<file path="src/rtl/fifo_wr_arbiter.sv">
// fifo_wr_arbiter: round-robin owner of a FIFO write port, holding each grant for a packet or a bounded burst.
module fifo_wr_arbiter #(
  parameter int NUM_REQ    = 4,
  parameter int DATA_WIDTH = 8,
  parameter int MAX_BURST  = 4
) (
  input  logic                          i_clk,
  input  logic                          i_reset,
  input  logic [NUM_REQ-1:0]            i_req,
  input  logic [NUM_REQ*DATA_WIDTH-1:0] i_data,
  input  logic [NUM_REQ-1:0]            i_last,
  input  logic                          i_full,
  output logic [NUM_REQ-1:0]            o_ack,
  output logic [NUM_REQ-1:0]            o_grant,
  output logic                          o_wr,
  output logic [DATA_WIDTH-1:0]         o_w_data,
  output logic                          o_busy
);
  localparam int GW = $clog2(NUM_REQ);
  localparam int CW = $clog2(MAX_BURST + 1);
  typedef enum logic {IDLE, GRANT} state_t;
  state_t state_q, state_d;
  logic [GW-1:0] g_q, g_d, ptr_q, ptr_d, pick;
  logic [CW-1:0] cnt_q, cnt_d;
  logic [NUM_REQ-1:0] grant_q, grant_d;
  logic rel;
  // Scan downward so the requester closest to ptr wins.
  always_comb begin
    pick = '0;
    for (int i = NUM_REQ - 1; i >= 0; i--)
      if (i_req[(int'(ptr_q) + i) % NUM_REQ]) pick = GW'((int'(ptr_q) + i) % NUM_REQ);
  end
  always_comb begin
    o_busy   = state_q == GRANT;
    o_grant  = grant_q;
    o_wr     = o_busy & i_req[g_q] & ~i_full;
    o_ack    = o_wr ? NUM_REQ'(1) << g_q : '0;
    o_w_data = o_busy ? i_data[g_q*DATA_WIDTH +: DATA_WIDTH] : '0;
    rel      = o_busy & (~i_req[g_q] | (o_wr & (i_last[g_q] | cnt_q == CW'(MAX_BURST - 1))));
    state_d  = state_q;
    g_d      = g_q;
    ptr_d    = ptr_q;
    cnt_d    = cnt_q;
    grant_d  = grant_q;
    if (state_q == IDLE && |i_req) begin
      state_d = GRANT;
      g_d     = pick;
      cnt_d   = '0;
      grant_d = NUM_REQ'(1) << pick;
    end else if (rel) begin
      state_d = IDLE;
      grant_d = '0;
      ptr_d   = g_q == GW'(NUM_REQ - 1) ? '0 : g_q + 1'b1;
    end else if (o_wr) begin
      cnt_d = cnt_q + 1'b1;
    end
  end
  always_ff @(posedge i_clk or posedge i_reset)
    if (i_reset) begin
      state_q <= IDLE;
      g_q     <= '0;
      ptr_q   <= '0;
      cnt_q   <= '0;
      grant_q <= '0;
    end else begin
      state_q <= state_d;
      g_q     <= g_d;
      ptr_q   <= ptr_d;
      cnt_q   <= cnt_d;
      grant_q <= grant_d;
    end
endmodule
</file>
<file path="config.mk">
export PLATFORM = sky130hd
export DESIGN_NAME = fifo_wr_arbiter
export DESIGN_NICKNAME = d
export VERILOG_FILES = /design/src/rtl/fifo_wr_arbiter.sv
export SDC_FILE = /design/constraint.sdc
export NUM_CORES = 1
export LEC_CHECK = 0
export CORE_UTILIZATION = 38
export DETAILED_ROUTE_END_ITERATION = 10
export GPL_TIMING_DRIVEN = 0
export PLACE_DENSITY = 0.81
export SKIP_LAST_GASP = 1
export SYNTH_ARGS = -nofsm -noshare
export SYNTH_HDL_FRONTEND = slang
export SYNTH_SLANG_ARGS = --single-unit
</file>
<file path="constraint.sdc">
create_clock -name i_clk -period 4.1 [get_ports i_clk]
set_clock_uncertainty 0.15 [all_clocks]
set_input_delay 0.82 -clock i_clk [delete_from_list [all_inputs] [get_ports i_clk]]
set_output_delay 0.82 -clock i_clk [all_outputs]
set_load 0.01 [all_outputs]
</file>
# Word-level counts from Yosys, hierarchy flattened
# Index checks and enable logic that the tools add are counted.
word_totals:
  reg_bits: 12
  out_inout_bits: 18
  elab_cells: 72
  inputBits: 43
classes:
  muxes: 29
  shift: 3
  n_addsub: 5
  n_lt_le_gt_ge: 5
  eq_ne: 3
  reduce_logical: 9
  bitwise: 13
ops:
  columns: ["cell", "n"]
  rows:
  - ["$shiftx A32 B6 Y8", 1]
  - ["$bmux W1 S2", 6]
  - ["$lt A3 B4 Y1 const B", 3]
  - ["$mux W4", 3]
  - ["$mux W1", 11]
  - ["$mux W2", 5]
  - ["$mux W3", 3]
  - ["$mux W8", 1]
  - ["$shl A1 B2 Y4 const A", 2]
  - ["$lt A2 B3 Y1 const B", 2]
  - ["$reduce_or A2 Y1", 3]
  - ["$add A2 B1 Y2 const B", 2]
  - ["$add A2 B2 Y2 const B", 2]
  - ["$and A1 B1 Y1", 4]
  - ["$not A1 Y1", 4]
  - ["$reduce_and A2 Y1", 2]
  - ["$reduce_bool A2 Y1", 2]
  - ["$reduce_or A4 Y1", 1]
  - ["$add A3 B1 Y3 const B", 1]
  - ["$and A1 B1 Y1 const A", 3]
  - ["$eq A3 B2 Y1 const B", 1]
  - ["$eq A2 B2 Y1 const B", 1]
  - ["$ne A2 B1 Y1 const B", 1]
  - ["$or A1 B1 Y1", 2]
  - ["$logic_and A1 B1 Y1", 1]

# Depth between registers and ports, before layout
depth:
  word_depth: 12
  mapped_depth: 6
  ltp_nobuf: 6

# Worst setup path before layout
# No wires, ideal clock.
synth_timing:
  kind: "input to output"
  from: "input i_req[3]"
  to: "output o_wr"
  path_buffers: 0
  arrival_ps: 1583
  required_time_ps: 3130
  path_stages: 3
  slack_ps: 1547
  path_cell_list: "mux4_2 > nand2_1 > nor2_1"
synth_between:
  elab_chain_cells: 4
synth_lines:
  columns: ["item", "line", "text"]
  rows:
  - ["from (decl)", "9", "input logic [NUM_REQ-1:0] i_req,"]
  - ["$bmux W1 S2", "36", "o_wr = o_busy & i_req[g_q] & ~i_full;"]
  - ["$mux W1 (implied by the code)", "36", null]
  - ["$and A1 B1 Y1 (2 in series)", "36", null]
  - ["to (decl)", "15", "output logic o_wr,"]
# No other way between the ends. The select of a mux whose other input is x is not followed.

# Worst setup path in the final report
layout_timing:
  from: "input i_req[1]"
  to: "output o_wr"
# The elaborated chain is that of the path after synthesis.

==> reports/qor.csv <==
metric,value,unit
initial antenna violation count,0,
fin. max-slew vios,0,
Top-Level Pins,61,
Post-CTS Resized,0,
hold buffer count at cts,0,
PwrDens,571,nW/µm²
# nets final,209,
crit share post-route,0.871,
Crit. End Element,output pin,
R2R depth,6,
Die X,54.5,µm
Unique masters post-synth,30,
Synth area leader,dfrtp_1,
global route overflow,0,
initial core utilization,0.412,
post-DP HPWL,2280,µm
Rows,18,
hold path startpoint,cnt_q[0],
Layout area overhead,64.3,%
Post-route DRC,0,
Post-synth EDFFs,0,
top post-synthesis cells by area,"dfrtp_1 29%, mux4_2 19%, ha_1 7.2%, and2_1 4.8%, mux2i_1 4.8%",
cell area after placement,1690,µm²
critical path data arrival time,2600,ps
PortBufs,60,
Synth Register Bits,12,
worst-margin pin slew,562,ps
Worst-path clk slew,70,ps
status,finished clean,
"Clk Latency, worst-skew pair",290,ps
Antenna diodes,0,
min-delay worst type,flip-flop to flip-flop,
max cap viols,0,
RePlAce Congestion,0.714,
Combinational Power Share,0.691,
synthesized area,1050,µm²
Flop pwr share,0.212,
total core area,2540,µm²
post-synth top area share,0.286,
hold endpoint,cnt_q[0],
sequential area share after synthesis,0.286,
die area,2970,µm²
R2R Setup Slk,2190,ps
clock group share of total power,0.097,
all-layer global routing usage,0.198,
crit path max fanout,6,
Worst VDD drop,0.000393,V
synth warn,0,
Num CTS Buffers,3,
"Avg Cell Area, Syn",11.0,µm²
Max Clk Rate,280,MHz
Reg area,300,µm²
first-pass GRT wire length,4080,µm
area of the multi-input gates,701,µm²
R2R Path Start,cnt_q[0],
final setup violation count,0,
largest net degree at the start of global routing,13,
fillcell total,191,
RSZ-0062 raised after global routing,no,
Hold Crit Depth,1,
static leakage,0.000717,µW
1st-iter DRT viols,13,
"Primary FF master, synth",dfrtp_1,
Die Span Y,54.5,µm
Post-CTS Setup Repair Bufs,0,
Routed WL per cell,14.6,µm
reg-to-reg endpoint,ptr_q[1],
Final Util,0.677,
Cells after Synth,95,
Worst Path Required,3130,ps
TNS Setup,0,ps
Max-slew headroom,0.622,
clock sink total,12,
final wirelength,2770,µm
Post-Layout Inst Area,1720,µm²
crit path time final,3570,ps
Sw Ratio,0.383,
CP Launch Type,primary input,
final hold viol count,0,
DRT antenna net count,0,
most frequent cell after synthesis,dfrtp_1,
number of global-route vias before repair,970,
H-tree depth,1,
Crit Path Class,primary input to output pin,
via count,999,
syn nets,144,
TritonRoute pass-1 iters,4,
maximum number of buffers from clock root to sink,2,
CTS tree,built,
Int Pwr,607,µW
routed vias/inst,5.29,
Post-synth top cells,"12 x dfrtp_1, 9 x mux4_2, 8 x and2_1",
share of cells above drive strength 1,0.145,
Synth async-reset ratio,1.00,
root buffer cell,clkbuf_4,
Switch Pwr,377,µW
## final cells by class
type,instances,share of cell area
repair buffers,60,0.349
well taps,30,0.0218
flip-flops and latches,12,0.174
multi-input cells,72,0.407
inverters,6,0.0131
clock buffers,4,0.0211
plain buffers,5,0.0145
## per-stage QoR
stage | hold slack [ps] | total power [µW] | instances | setup WS (ps)
finish | 346 | 984 | 189 | 529
global route | 394 | 1070 | 189 | 424
CTS | 354 | 996 | 189 | 521
detailed placement | 344 | 896 | 185 | 519
global placement | 326 | 881 | 185 | 531
floorplan | 305 | 638 | 95 | 1550
## power by group through the flow
stage                     clock network [µW]  registers (µW)  logic, µW
after floorplan                            0             211        427
after global placement                     0             208        673
after detailed placement                   0             210        686
after CTS                               98.7             208        689
after global routing                     106             216        751
final                                   95.5             209        680
## registers in the layout (all words and copies together), names as in the netlist
name     flops
o_busy       1
o_grant      4
ptr_q        2
g_q          2
cnt_q        3
## critical path, stage by stage
cell and delay (ps):
clkdlybuf4s50_1 490, mux4_2 580, nand2_1 180, nor2_1 60, clkdlybuf4s50_1 470
## how the worst max path moves through the flow
| stage | startpoint | to | cells after the start |
|---|---|---|---|
| 3_5_place_dp | i_req[3] | o_wr | 5 |
| 2_1_floorplan | i_req[3] | o_wr | 3 |
| 6_report | i_req[1] | o_wr | 5 |
| 3_3_place_gp | i_req[3] | o_wr | 5 |
| 5_1_grt | i_req[3] | o_wr | 5 |
| 4_1_cts | i_req[3] | o_wr | 5 |
## cell families (layout without fill, tap and decap cells)
family	Yosys count	count (layout)	synth area share
DFF	12	12	0.286
buffers and inverters	11	75	0.0453
adders and majority gates	6	6	0.0716
muxes	16	16	0.270
and+or+nand+nor	34	34	0.190
AOI/OAI and AO/OA	16	16	0.137
## layer usage
layer,vias to the layer above,track usage,share of wire
met5,-,0,0
met4,0,0.0641,0.011
met3,3,0.0694,0.14
met2,49,0.370,0.49
met1,466,0.201,0.36
li1,481,-,-
## cell usage in the layout (no fill, tap or decap), drive strengths merged, types with 2 or more instances in the layout
cell type	Yosys	final
a21boi	2	2
and3	4	4
o21ai	2	2
mux2i	5	5
nor2	7	7
mux4	9	9
inv	6	6
nor2b	4	4
dfrtp	12	12
mux2	2	2
buf	4	4
clkbuf	1	5
a21o	2	2
nand2	6	6
a32o	4	4
nand2b	2	2
clkdlybuf4s50	0	60
and2	8	8
ha	6	6
No activity file was read; power rests on OpenSTA's default activity.
